[src/rtl/note_seq_ctrl.sv]
// Record/playback sequencer that owns the single port of the note RAM: records
// incoming note codes sequentially and replays the stored song in a tempo loop.
module note_seq_ctrl #(
  parameter int NOTE_W   = 8,
  parameter int ADDR_W   = 6,
  parameter int TICK_DIV = 8
) (
  input  logic              clock,
  input  logic              reset,
  input  logic              rec_start,
  input  logic              play_start,
  input  logic              stop,
  input  logic              note_valid,
  input  logic [NOTE_W-1:0] note_in,
  output logic [ADDR_W-1:0] ram_addr,
  output logic              ram_we,
  output logic [NOTE_W-1:0] ram_wdata,
  input  logic [NOTE_W-1:0] ram_rdata,
  output logic [NOTE_W-1:0] play_note,
  output logic              play_strobe,
  output logic [ADDR_W:0]   song_len,
  output logic              full,
  output logic [1:0]        mode
);

  typedef enum logic [2:0] {
    IDLE,
    REC,
    PLAY_RD,
    PLAY_LAT,
    PLAY_HOLD
  } state_t;

  localparam int CNT_W = (TICK_DIV > 2) ? $clog2(TICK_DIV) : 1;
  localparam logic [CNT_W-1:0] HOLD_LAST = CNT_W'(TICK_DIV - 3);
  localparam logic [ADDR_W:0]  DEPTH     = (ADDR_W+1)'(1 << ADDR_W);

  state_t              state_q, state_d;
  logic [ADDR_W-1:0]   wr_ptr_q, wr_ptr_d;
  logic [ADDR_W-1:0]   rd_ptr_q, rd_ptr_d;
  logic [ADDR_W-1:0]   rd_next;
  logic [CNT_W-1:0]    cnt_q, cnt_d;
  logic [ADDR_W-1:0]   addr_q, addr_d;
  logic                we_q, we_d;
  logic [NOTE_W-1:0]   wdata_q, wdata_d;
  logic [NOTE_W-1:0]   note_q, note_d;
  logic                strobe_q, strobe_d;
  logic [ADDR_W:0]     len_q, len_d;

  assign full = (len_q == DEPTH);

  // Read pointer wraps back to the first note once it would reach the song end.
  assign rd_next = (({1'b0, rd_ptr_q} + (ADDR_W+1)'(1)) == len_q)
                   ? '0 : rd_ptr_q + ADDR_W'(1);

  always_comb begin
    // NOTE: every variable gets a default before the case so no path leaves it unassigned, which would infer a latch.
    state_d  = state_q;
    wr_ptr_d = wr_ptr_q;
    rd_ptr_d = rd_ptr_q;
    cnt_d    = cnt_q;
    addr_d   = addr_q;
    we_d     = 1'b0;
    wdata_d  = wdata_q;
    note_d   = note_q;
    strobe_d = 1'b0;
    len_d    = len_q;

    if (stop) begin
      state_d = IDLE;
      addr_d  = '0;
      note_d  = '0;
    end else begin
      unique case (state_q)
        IDLE: begin
          addr_d = '0;
          if (rec_start) begin
            state_d  = REC;
            wr_ptr_d = '0;
            len_d    = '0;
          end else if (play_start && (len_q != '0)) begin
            state_d  = PLAY_RD;
            rd_ptr_d = '0;
          end
        end

        REC: begin
          if (note_valid && !full) begin
            we_d     = 1'b1;
            addr_d   = wr_ptr_q;
            wdata_d  = note_in;
            wr_ptr_d = wr_ptr_q + ADDR_W'(1);
            len_d    = len_q + (ADDR_W+1)'(1);
          end
        end

        PLAY_RD: begin
          state_d = PLAY_LAT;
        end

        // RAM output is valid now: present the new note and restart the tempo count.
        PLAY_LAT: begin
          state_d  = PLAY_HOLD;
          note_d   = ram_rdata;
          strobe_d = 1'b1;
          cnt_d    = '0;
        end

        PLAY_HOLD: begin
          if (cnt_q == HOLD_LAST) begin
            state_d  = PLAY_RD;
            rd_ptr_d = rd_next;
            addr_d   = rd_next;
          end else begin
            cnt_d = cnt_q + CNT_W'(1);
          end
        end

        default: begin
          state_d = IDLE;
          addr_d  = '0;
          note_d  = '0;
        end
      endcase
    end
  end

  always_ff @(posedge clock or posedge reset) begin
    if (reset) begin
      state_q  <= IDLE;
      wr_ptr_q <= '0;
      rd_ptr_q <= '0;
      cnt_q    <= '0;
      addr_q   <= '0;
      we_q     <= 1'b0;
      wdata_q  <= '0;
      note_q   <= '0;
      strobe_q <= 1'b0;
      len_q    <= '0;
    end else begin
      // NOTE: non-blocking assignments so every register samples pre-edge values regardless of statement order.
      state_q  <= state_d;
      wr_ptr_q <= wr_ptr_d;
      rd_ptr_q <= rd_ptr_d;
      cnt_q    <= cnt_d;
      addr_q   <= addr_d;
      we_q     <= we_d;
      wdata_q  <= wdata_d;
      note_q   <= note_d;
      strobe_q <= strobe_d;
      len_q    <= len_d;
    end
  end

  assign ram_addr    = addr_q;
  assign ram_we      = we_q;
  assign ram_wdata   = wdata_q;
  assign play_note   = note_q;
  assign play_strobe = strobe_q;
  assign song_len    = len_q;

  always_comb begin
    mode = 2'b00;
    unique case (state_q)
      REC:                         mode = 2'b01;
      PLAY_RD, PLAY_LAT, PLAY_HOLD: mode = 2'b10;
      default:                     mode = 2'b00;
    endcase
  end

endmodule

[config.mk]
export PLATFORM = sky130hd
export DESIGN_NAME = note_seq_ctrl
export DESIGN_NICKNAME = d
export VERILOG_FILES = /design/src/rtl/note_seq_ctrl.sv
export SDC_FILE = /design/constraint.sdc
export NUM_CORES = 1
export LEC_CHECK = 0
export BUFFER_PORTS_ARGS = -buffer_cell sky130_fd_sc_hd__buf_4
export CAP_MARGIN = 20
export CORE_MARGIN = 10
export CORE_UTILIZATION = 49
export CTS_BUF_LIST = sky130_fd_sc_hd__clkbuf_16
export CTS_CLUSTER_DIAMETER = 120
export DETAILED_ROUTE_END_ITERATION = 8
export GPL_TIMING_DRIVEN = 0
export MAX_ROUTING_LAYER = met4
export PLACE_DENSITY_LB_ADDON = 0.12
export SLEW_MARGIN = 20
export SYNTH_ARGS = -nofsm -noshare
export SYNTH_HDL_FRONTEND = slang
export SYNTH_SLANG_ARGS = --single-unit
[constraint.sdc]
create_clock -name clock -period 2.1 [get_ports clock]
set_input_delay 0.42 -clock clock [delete_from_list [all_inputs] [get_ports clock]]
set_output_delay 0.42 -clock clock [all_outputs]
set_load 0.02 [all_outputs]
== After elaboration in Yosys (flattened, before gate mapping) ==
Cells that the tools add are included.
Cells by class
  add/subtract/negate cells: 5
  equality and inequality tests: 19
  mux-type cells: 29
  bitwise logic cells: 1
  reduce and logical (&&, ||, !) cells: 17
Operators by type and width (number)
  2-to-1 mux 6 bit: 8
  one-hot mux 6 bit (2 select lines): 2
  one-hot mux 6 bit (3 select lines): 1
  one-hot mux 8 bit (2 select lines): 1
  2-to-1 mux 3 bit: 5
  one-hot mux 3 bit (5 select lines): 1
  2-to-1 mux 7 bit: 2
  inequality test 2 bit, second input constant: 7
  one-hot mux 7 bit (2 select lines): 1
  adder 6 x 1 -> 6 bit, second input constant: 2
  AND reduction 3 bit: 4
  2-to-1 mux 8 bit: 1
  adder 6 x 1 -> 7 bit, second input constant: 1
  adder 7 x 1 -> 7 bit, second input constant: 1
  == test 7 bit: 1
  == test 7 bit, second input constant: 1
  nonzero test 7 bit: 1
  == test 3 x 2 -> 1 bit, second input constant: 2
  == test 3 bit, second input constant: 2
  inequality test 3 bit, second input constant: 2
  one-hot mux 3 bit (2 select lines): 1
  nonzero test 2 bit: 3
  2-to-1 mux 1 bit: 5
  AND reduction 5 bit: 1
  other kinds (13): 15
Word-level totals
  flip-flop bits (word level): 49
  input port bits: 22
  output and inout port bits: 34
  logic and storage cells: 81

== Longest topological paths before layout ==
Gate-level depths: netlist of run 1.
  word-level depth: 6
  gate-level depth with buffers: 8
  depth with buffers taken out: 7

== Worst setup path before layout of run 1 ==
No wires, ideal clock.
  kind: reg-to-reg
  start point: register len_q[0], in the netlist song_len[0]
  end point: register addr_q[0], in the netlist ram_addr[0]
  library setup time: 142 ps
  arrival time: 1967 ps
  data required time: 1958 ps
  path slack: -10 ps
  stages on the path, launching flop included: 8
  path buffers: 0
  clock period less this slack: 2110 ps
  cells stage by stage: dfrtp_1 inv_1 ha_1 or3b_4 o41a_4 o21a_4 o311ai_4 o221ai_1
On the way
  cells in the longest elaborated chain, start to end: 5
  elaborated cells on any way between the ends: 10
  those cells by class: 3 x eq/ne; 4 x mux; 3 x reduce/logical
Ends and longest elaborated chain
  from (decl): line 48  | logic [ADDR_W:0] len_q, len_d;
  from (signal assigned): line 151  | len_q <= len_d;
  == test 7 bit (on tied branches): line 53, 50
  2-to-1 mux 6 bit or logical NOT 1 bit (tied branches): line 54, 88
  2-to-1 mux 6 bit or logical AND 1 bit (tied branches): line 110, 88
  one-hot mux 6 bit (3 select lines) or inequality test 3 bit (tied branches)
  2-to-1 mux 6 bit or AND reduction 3 bit (tied branches)
  to (signal assigned): line 146  | addr_q <= addr_d;
  to (decl): line 43  | logic [ADDR_W-1:0] addr_q, addr_d;
Parallel ways exist; a longest one is shown, timed or not. The select of a mux whose other input is x is not followed.
A chain may end at the register's enable or synchronous reset.

== Worst setup path after layout of run 1 ==
  start point: register len_q[1], in the netlist song_len[1]
  end point: register addr_q[2], in the netlist ram_addr[2]
Same word-level chain as after synthesis.

==> out/qor.yml, run 1 <==
initial_utilization: 0.5135
cts-root-buf: "clkbuf_16"
dp.cells: 375
vdd_drop_max_mv: 0.4503
cts_hold_buf: 0
violations: "setup timing"
synth_area_leaders: "dfrtp_1 46%, nor2_1 3.7%, nand2_1 3.1%, mux2_2 3.0%, xnor2_1 3.0%"
gp_congestion: 0.8270
hold_slack_ps: 104.0
async_flop_share: 1.000
wl_mm: 6.519
cts_tree: "yes"
pin_count: 56
port_buffers: 54
synth.net_count: 278
antenna_cells: 0
synth_cell_type_count: 58
post-route-period-util: 1.013
first_pass_iters: 4
insertion_delay_ps: 290
finalSetupViolCount: 4
power_density_nw_per_um2: 790.7
syn_area_per_cell_sq_um: 10.63
cts_buffers: 5
fin_cells: 400
final_max_slew_viol_count: 0
place_ws_ps: -140.6
grt_setup_unrepaired: "yes"
synth_cells: 250
synth_edf_count: 0
drive_gt1_frac: 0.3879
yosysSeqAreaShare: 0.4616
worst_slew_pin_slew_ps: 632.5
dpl.hpwl_mm: 4.762
cp_slowest_cell: "dfrtp_2"
maxCapViolations: 0
synth_top_area_cell: "dfrtp_1"
yosysWarningCount: 0
grt_pass1_vias: 2161
wl_per_cell_um: 16.30
outcome: "complete, but fails checks"
routed_via_density: 5.448
crit_required_ps: 2250
cts.sinks: 49
route.detailed.drc: 0
leakagePower_nw: 1.589
grt_pass1_wl_mm: 10.61
setup_ws_ps: -28.12
die_area_sq_um: 8766
drtAntennaViolNets: 0
grt_max_degree: 35
end_kind: "flop"
cp-start-kind: "flop"
criticalPathCategory: "flop to flop"
grt_antenna_before_repair: 0
ys_seq_elements: 49
syn_to_final_growth_pct: 31.56
critPathArrivalTime_ps: 2280
clkTransAtPathRegs_ps: 70
synth-main-ff-cell: "dfrtp_1"
coreArea_sq_um: 5172
grt_use_total: 0.1524
crit_chain: "inv_2 > ha_1 > or3b_4 > o41a_4 > o21a_4 > o311ai_4 > buf_12 > o221ai_1"
die_x_um: 93.63
hp-class: "primary input to async pin"
slew_headroom: 0.5768
yosysTopAreaCellShare: 0.4616
finish.utilization: 0.6756
nets: 357
grt-ovfl-total: 0
vias: 2179
h-tree-depth: 2
critPathMaxFanout: 8
finalCriticalPeriod_ps: 2128
finalHoldViolCount: 0
die_h_um: 93.63
clock_skew_ps: 5.401
cts_buffer_depth: 2
num_rows: 26
crit_path_max_incr_delay_ps: 410
fmax_ghz: 0.4699
synthesis.area_sq_um: 2656
dr.first_iter.drc_count: 116
[routing by layer]
| metal | part of all wire | track usage | up-vias |
|---|---|---|---|
| li1 | - | - | 1052 |
| met1 | 0.44 | 0.1867 | 1070 |
| met2 | 0.51 | 0.2459 | 53 |
| met3 | 0.047 | 0.03917 | 4 |
| met4 | 0.0067 | 0.03797 | 0 |
| met5 | 0 | - | - |
[logic make-up after synthesis]
| group | Yosys count | share of synthesized area |
|---|---|---|
| multiplexers | 10 | 0.04145 |
| XOR/XNOR | 17 | 0.06642 |
| adder cells (fa/ha/maj) | 6 | 0.02826 |
| flip-flops | 49 | 0.4616 |
| AO/OA/AOI/OAI | 63 | 0.1955 |
| AND/OR/NAND/NOR | 79 | 0.1564 |
| buffers and inverters | 26 | 0.05039 |
[stage by stage]
step,area (sq um),setup TNS [ps],power [W]
3_3_place_gp,3151,-10730,0.001915
6_report,3495,-80.24,0.002763
5_1_grt,3495,-609.3,0.002910
2_1_floorplan,2658,0,0.001647
3_5_place_dp,3171,-858.6,0.001938
4_1_cts,3391,-62.06,0.002765
[critical path: cells and delay by family (launching register included)]
family / cells / cell delay, ps
buf+inv: 2 / 220
fa+ha+maj: 1 / 120
compound gates: 4 / 820
flops: 1 / 410
simple gates: 1 / 410
[Yosys cell counts, drive strengths merged, types with 2 or more instances]
cell type  instances
a2111oi            3
a211oi             5
a21oi             14
a22oi              8
a32oi              2
and3               4
buf               10
clkbuf             3
dfrtp             49
ha                 6
inv               13
mux2               8
mux2i              2
nand2             22
nand3              7
nand4              3
nor2              26
nor2b              2
nor3               4
o211ai             3
o21a               2
o21ai             12
o221ai             5
o31ai              2
or3b               3
or4                2
xnor2              9
xnor3              2
xor2               6
[report_power, final]
part           internal, W  leakage, nW  switching [W]
Sequential         0.00106        0.656      0.0000869
Combinational     0.000361        0.871       0.000458
Clock             0.000441       0.0621       0.000354
[what timing repair did]
action | in CTS | in global routing
resized for setup | 4 | 9
pin swaps | 2 | 3
endpoints found under the setup margin | 13 | 13
setup buffers | 7 | 10
[state kept, by name (all words and copies together), names as in the netlist]
signal	cells
cnt_q	3
play_note	8
play_strobe	1
ram_addr	6
ram_wdata	8
ram_we	1
rd_ptr_q	6
song_len	7
state_q	3
wr_ptr_q	6
[cells in the final DEF (no fill, tap or decap), types with 4 or more instances in the layout]
cell and count:
dfrtp_1 46, ha_1 5, a21oi_1 11, clkbuf_16 5, nor2_1 26, nand3_1 6, mux2_2 7, a211oi_1 4
nand2_1 22, xor2_1 6, o21ai_1 7, a22oi_1 8, buf_4 72, xnor2_1 8, buf_2 5, inv_1 9
[layout make-up]
type	instances	area [sq um]
buffer	13	85.08
timing repair buffer	72	565.5
sequential	49	1230
clock buffer	5	125.1
tap	70	87.58
inverter	13	51.30
clock inverter	3	22.52
fill	399	1678
multi-input combinational	175	1328
[path summary, 6_finish.rpt]
path,startpoint,endpoint,slack [ps],depth (start not counted)
worst min-delay path,reset,ram_wdata[1]$_DFFE_PP0P_,100,2
max in group asynchronous,reset,rd_ptr_q[0]$_DFFE_PP0P_,1470,3
worst min register to register,ram_wdata[0]$_DFFE_PP0P_,ram_wdata[0]$_DFFE_PP0P_,490,1
worst max register to register,song_len[1]$_DFFE_PP0P_,ram_addr[2]$_DFFE_PP0P_,-30,8
worst max-delay path,song_len[1]$_DFFE_PP0P_,ram_addr[2]$_DFFE_PP0P_,-30,8
min in group clock,note_in[0],ram_wdata[0]$_DFFE_PP0P_,350,2
(Power assumes the default switching activity.)
==> run 2, diff against run 1 <==
CORE_UTILIZATION = 45   (was 49)
==> out/qor.yml, run 2 (synthesis gave the netlist of run 1 again) <==
fmax_ghz: 0.4696  # about the same
fin_cells: 395  # -1.3%
finalHoldViolCount: 0  # unchanged
port_buffers: 54  # unchanged
clock_skew_ps: 3.999  # -1.403 ps
setup_ws_ps: -29.68  # -1.560 ps
end_kind: "flop"
wl_mm: 6.586  # +1.0%
sw_frac_of_total: 0.3232  # -0.002329
die_area_sq_um: 9376  # +7.0%
seq_power_share: 0.421  # +0.005
final_common_cell: "buf_4"
routed_via_density: 5.519  # +1.3%
grt_pass1_vias: 2212  # +2.4%
power_switching_w: 0.0008858  # -1.5%
violations: "setup timing"
dr.first_iter.drc_count: 114  # -1.7%
post-route-period-util: 1.014  # about the same
cts_tree: "yes"
maxCapViolations: 0  # unchanged
syn_to_final_growth_pct: 30.43
grt_setup_unrepaired: "yes"
coreArea_sq_um: 5608  # +8.4%
vdd_drop_max_mv: 0.4760  # +5.7%
nets: 350  # -2.0%
grt_antenna_before_repair: 0  # unchanged
worst_slew_pin_slew_ps: 637.6  # +5.108 ps
cp-start-kind: "flop"
finalSetupTns_ps: -96.08  # -15.84 ps
dp.cells: 377  # +0.53%
drive_gt1_frac: 0.3591  # -0.02875
final_max_slew_viol_count: 0  # unchanged
pin_count: 56  # unchanged
final_cell_mix: "64 x buf_4, 46 x dfrtp_1, 26 x nor2_1, 22 x nand2_1, 13 x a21oi_1"
pwr-share-comb: 0.299  # +0.002
h-tree-depth: 2  # unchanged
dpl.hpwl_mm: 4.808  # +0.98%
finish.utilization: 0.6178  # -0.05781
finalSetupViolCount: 7  # +3
leakagePower_nw: 1.574  # -0.98%
critPathMaxFanout: 5  # -3
fin_total_pwr_w: 0.002741  # -0.81%
slew_headroom: 0.5743  # -0.002467
cts_buffers: 5  # unchanged
die_x_um: 96.83  # +3.4%
clkTransAtPathRegs_ps: 60  # about the same
grt_use_total: 0.1396  # -0.01277
drtAntennaViolNets: 0  # unchanged
grt-ovfl-total: 0  # unchanged
num_rows: 27  # +3.8%
cts-root-buf: "clkbuf_16"
hp-class: "primary input to async pin"
crit_required_ps: 2250  # about the same
route.detailed.drc: 0  # unchanged
insertion_delay_ps: 280  # about the same
grt_max_degree: 28  # -20%
gp_congestion: 0.7847  # -5.1%
critPathArrivalTime_ps: 2280  # about the same
power_density_nw_per_um2: 791.0  # about the same
wl_per_cell_um: 16.67  # +2.3%
criticalPathCategory: "flop to flop"
antenna_cells: 0  # unchanged
initial_utilization: 0.4737  # -0.03987
die_h_um: 96.83  # +3.4%
first_pass_iters: 4  # unchanged
vias: 2180  # +0.046%
p_int_w: 0.001855  # -0.47%
cts_buffer_depth: 2  # unchanged
cts.sinks: 49  # unchanged
grt_pass1_wl_mm: 10.90  # +2.7%
finalCriticalPeriod_ps: 2130  # +1.560 ps
clkPwrFrac: 0.279  # -0.009
outcome: "complete, but fails checks"
-- run 2: path summary, 6_finish.rpt --
kind | startpoint | to | slack (ps) | cells past startpoint
setup / recovery | song_len[0]$_DFFE_PP0P_ | ram_addr[0]$_DFFE_PP0P_ | -30 | 8
hold / removal | reset | ram_wdata[5]$_DFFE_PP0P_ | 220 | 2
setup reg to reg | song_len[0]$_DFFE_PP0P_ | ram_addr[0]$_DFFE_PP0P_ | -30 | 8
hold reg to reg | ram_wdata[0]$_DFFE_PP0P_ | ram_wdata[0]$_DFFE_PP0P_ | 490 | 1
max in group asynchronous | reset | state_q[2]$_DFFE_PP0P_ | 1320 | 3
min in group clock | note_in[0] | ram_wdata[0]$_DFFE_PP0P_ | 350 | 2
-- run 2: worst max-delay path, cell delays in order (launching register included) --
cell and delay (ps):
dfrtp_2 410, inv_2 50, ha_1 120, or3b_4 420, o41a_4 390, o21a_4 240
o311ai_4 100, buf_12 160, o221ai_1 110
-- run 2: stage by stage --
stage / setup WS, ps / hold WS [ps] / area, sq um
floorplan: 0.2756 / 468.2 / 2658
CTS: -23.94 / 252.6 / 3364
detailed placement: -117.3 / 481.2 / 3181
global placement: -401.9 / 473.5 / 3153
finish: -29.68 / 224.5 / 3465
global route: -111.7 / 276.0 / 3465
-- run 2: repair_timing --
action | CTS | global route
setup buffers | 4 | 5
gates cloned | 0 | 1
endpoints found under the setup margin | 14 | 14
pin swaps | 1 | 1
hold buffers | 0 | 0
resized for setup | 3 | 8
-- run 2: area by class of cell --
type                            count  area, sq um
Sequential cell                    49         1230
Fill cell                         472         2143
Timing Repair Buffer               65        538.0
Clock buffer                        5        125.1
Inverter                           13        51.30
Multi-Input combinational cell    175         1330
Buffer                             13        85.08
Clock inverter                      3        15.01
Tap cell                           72        90.09
-- run 2: power groups by stage --
stage          sequential (W)  combinational [W]  clock, W
2_1_floorplan         0.00126           0.000383         0
3_3_place_gp          0.00118           0.000740         0
3_5_place_dp          0.00119           0.000756         0
4_1_cts               0.00115           0.000807  0.000782
5_1_grt               0.00117           0.000901  0.000819
6_report              0.00115           0.000821  0.000765
-- run 2: per-layer routing --
metal / vias up / routed length, um / global-route usage
li1: 1046 / - / -
met1: 1063 / 3259 / 0.1911
met2: 64 / 3030 / 0.2004
met3: 7 / 232 / 0.03549
met4: 0 / 63 / 0.03382
met5: - / 0 / -
==> run 3, diff against run 2 <==
RECOVER_POWER = 25   (was not set)
==> out/qor.yml, run 3 (synthesis gave the netlist of run 1 again) <==
nets: 350  # unchanged
vdd_drop_max_mv: 0.4775  # +0.31%
crit_path_max_incr_delay_ps: 420  # about the same
maxCapViolations: 0  # unchanged
dp.cells: 377  # unchanged
leakagePower_nw: 1.566  # -0.49%
crit_chain: "inv_2 > ha_1 > or3b_4 > o41a_4 > o21a_4 > o311ai_4 > buf_12 > o221ai_1"
initial_utilization: 0.4737  # unchanged
met2_usage: 0.2004  # unchanged
die_h_um: 96.83  # unchanged
finalCriticalPeriod_ps: 2128  # -1.320 ps
final_max_slew_viol_count: 0  # unchanged
rrSetupSlack_ps: -30  # about the same
power_density_nw_per_um2: 794.3  # +0.42%
grt-busiest-layer: "met2"
routed_via_density: 5.456  # -1.1%
cts.sinks: 49  # unchanged
grt_pass1_wl_mm: 10.90  # unchanged
crit_required_ps: 2250  # about the same
hp-class: "primary input to flop"
grt_antenna_before_repair: 0  # unchanged
grt_pass1_vias: 2212  # unchanged
finalHoldViolCount: 0  # unchanged
insertion_delay_ps: 280  # about the same
critPathMaxFanout: 5  # unchanged
first_pass_iters: 4  # unchanged
clock_skew_ps: 3.883  # -0.1155 ps
cts_hold_buf: 0  # unchanged
slew_headroom: 0.2987  # -0.2756
grt_max_degree: 28  # unchanged
wl_per_cell_um: 16.64  # -0.23%
gp_congestion: 0.7847  # unchanged
critPathArrivalTime_ps: 2270  # about the same
crit_family: "compound AO/OA/AOI/OAI gates"
cts_buffers: 5  # unchanged
cts_tree: "yes"
cts_buffer_depth: 2  # unchanged
fmax_ghz: 0.4698  # about the same
end_kind: "flop"
num_rows: 27  # unchanged
grt-ovfl-total: 0  # unchanged
syn_to_final_growth_pct: 29.58
h-tree-depth: 2  # unchanged
dpl.hpwl_mm: 4.808  # unchanged
criticalPathCategory: "flop to flop"
violations: "setup timing"
finalSetupViolCount: 7  # unchanged
met3_usage: 0.03549  # unchanged
grtUsageMet1: 0.1911  # unchanged
clkTransAtPathRegs_ps: 60  # about the same
finalSetupTns_ps: -89.26  # +6.816 ps
grt_use_total: 0.1396  # unchanged
worst_slew_pin_slew_ps: 1051  # +413.2 ps
final_cell_mix: "63 x buf_4, 46 x dfrtp_1, 26 x nor2_1, 22 x nand2_1, 13 x a21oi_1"
drive_gt1_frac: 0.3560  # -0.003096
post-route-period-util: 1.014  # about the same
setup_ws_ps: -28.36  # +1.320 ps
route.detailed.drc: 0  # unchanged
dr.first_iter.drc_count: 120  # +5.3%
place_ws_ps: -117.3  # unchanged
wl_mm: 6.571  # -0.23%
die_area_sq_um: 9376  # unchanged
antenna_cells: 0  # unchanged
final_common_cell: "buf_4"
finish.utilization: 0.6138  # -0.004017
vias: 2155  # -1.1%
pin_count: 56  # unchanged
final_cell_area_sq_um: 3442  # -0.65%
outcome: "complete, but fails checks"
port_buffers: 54  # unchanged
grt_setup_unrepaired: "yes"
cp-start-kind: "flop"
coreArea_sq_um: 5608  # unchanged
cts-root-buf: "clkbuf_16"
fin_cells: 395  # unchanged
place_area_sq_um: 3181  # unchanged
die_x_um: 96.83  # unchanged
drtAntennaViolNets: 0  # unchanged
cp_num_buf_inv: 2  # unchanged
cp_slowest_cell: "or3b_4"
## run 3: changes by cell type in the layout (fill, tap and decap cells not counted)
cell      delta
buf_16       -1
inv_1        +1
inv_2        -1
clkbuf_4     +1
buf_4        -1
clkbuf_2     +1
## run 3: timing repair
action / in CTS / in global routing
endpoints found under the setup margin: 14 / 14
gates resized for setup: 3 / 8
pin swaps: 1 / 1
cloned: 0 / 1
setup buffers: 4 / 5
## run 3: routing by layer
layer  vias up  share of wire
li1       1047              -
met1      1045           0.49
met2        56           0.46
met4         0         0.0087
met5         -              0
met3         7          0.036
## run 3: layout make-up
| type | count | area [sq um] |
|---|---|---|
| timing repair buffer | 65 | 515.5 |
| clock buffer | 5 | 125.1 |
| tap | 72 | 90.09 |
| inverter | 13 | 51.30 |
| buffer | 13 | 85.08 |
| clock inverter | 3 | 15.01 |
| multi-input combinational | 175 | 1330 |
| fill | 475 | 2166 |
| sequential | 49 | 1230 |
## run 3: report_power, final
part	total (W)	internal, W	switching, W	leakage, nW
Sequential	0.00115	0.00106	0.0000923	0.656
Clock	0.000767	0.000433	0.000334	0.0724
Combinational	0.000813	0.000355	0.000458	0.838
Total	0.00273	0.00185	0.000885	1.57
## run 3: worst paths after layout
check,from,to,depth (start not counted)
worst min-delay path,note_in[0],ram_wdata[0]$_DFFE_PP0P_,2
worst max-delay path,song_len[1]$_DFFE_PP0P_,ram_addr[0]$_DFFE_PP0P_,8
worst max register to register,song_len[1]$_DFFE_PP0P_,ram_addr[0]$_DFFE_PP0P_,8
worst min register to register,ram_wdata[0]$_DFFE_PP0P_,ram_wdata[0]$_DFFE_PP0P_,1
min in group asynchronous,reset,ram_wdata[3]$_DFFE_PP0P_,2
max in group asynchronous,reset,state_q[2]$_DFFE_PP0P_,3
## run 3: through the flow
step / power, W / hold WS, ps
2_1_floorplan: 0.001647 / 468.2
3_3_place_gp: 0.001923 / 473.5
3_5_place_dp: 0.001946 / 481.2
4_1_cts: 0.002742 / 252.6
5_1_grt: 0.002885 / 347.4
6_report: 0.002734 / 349.2
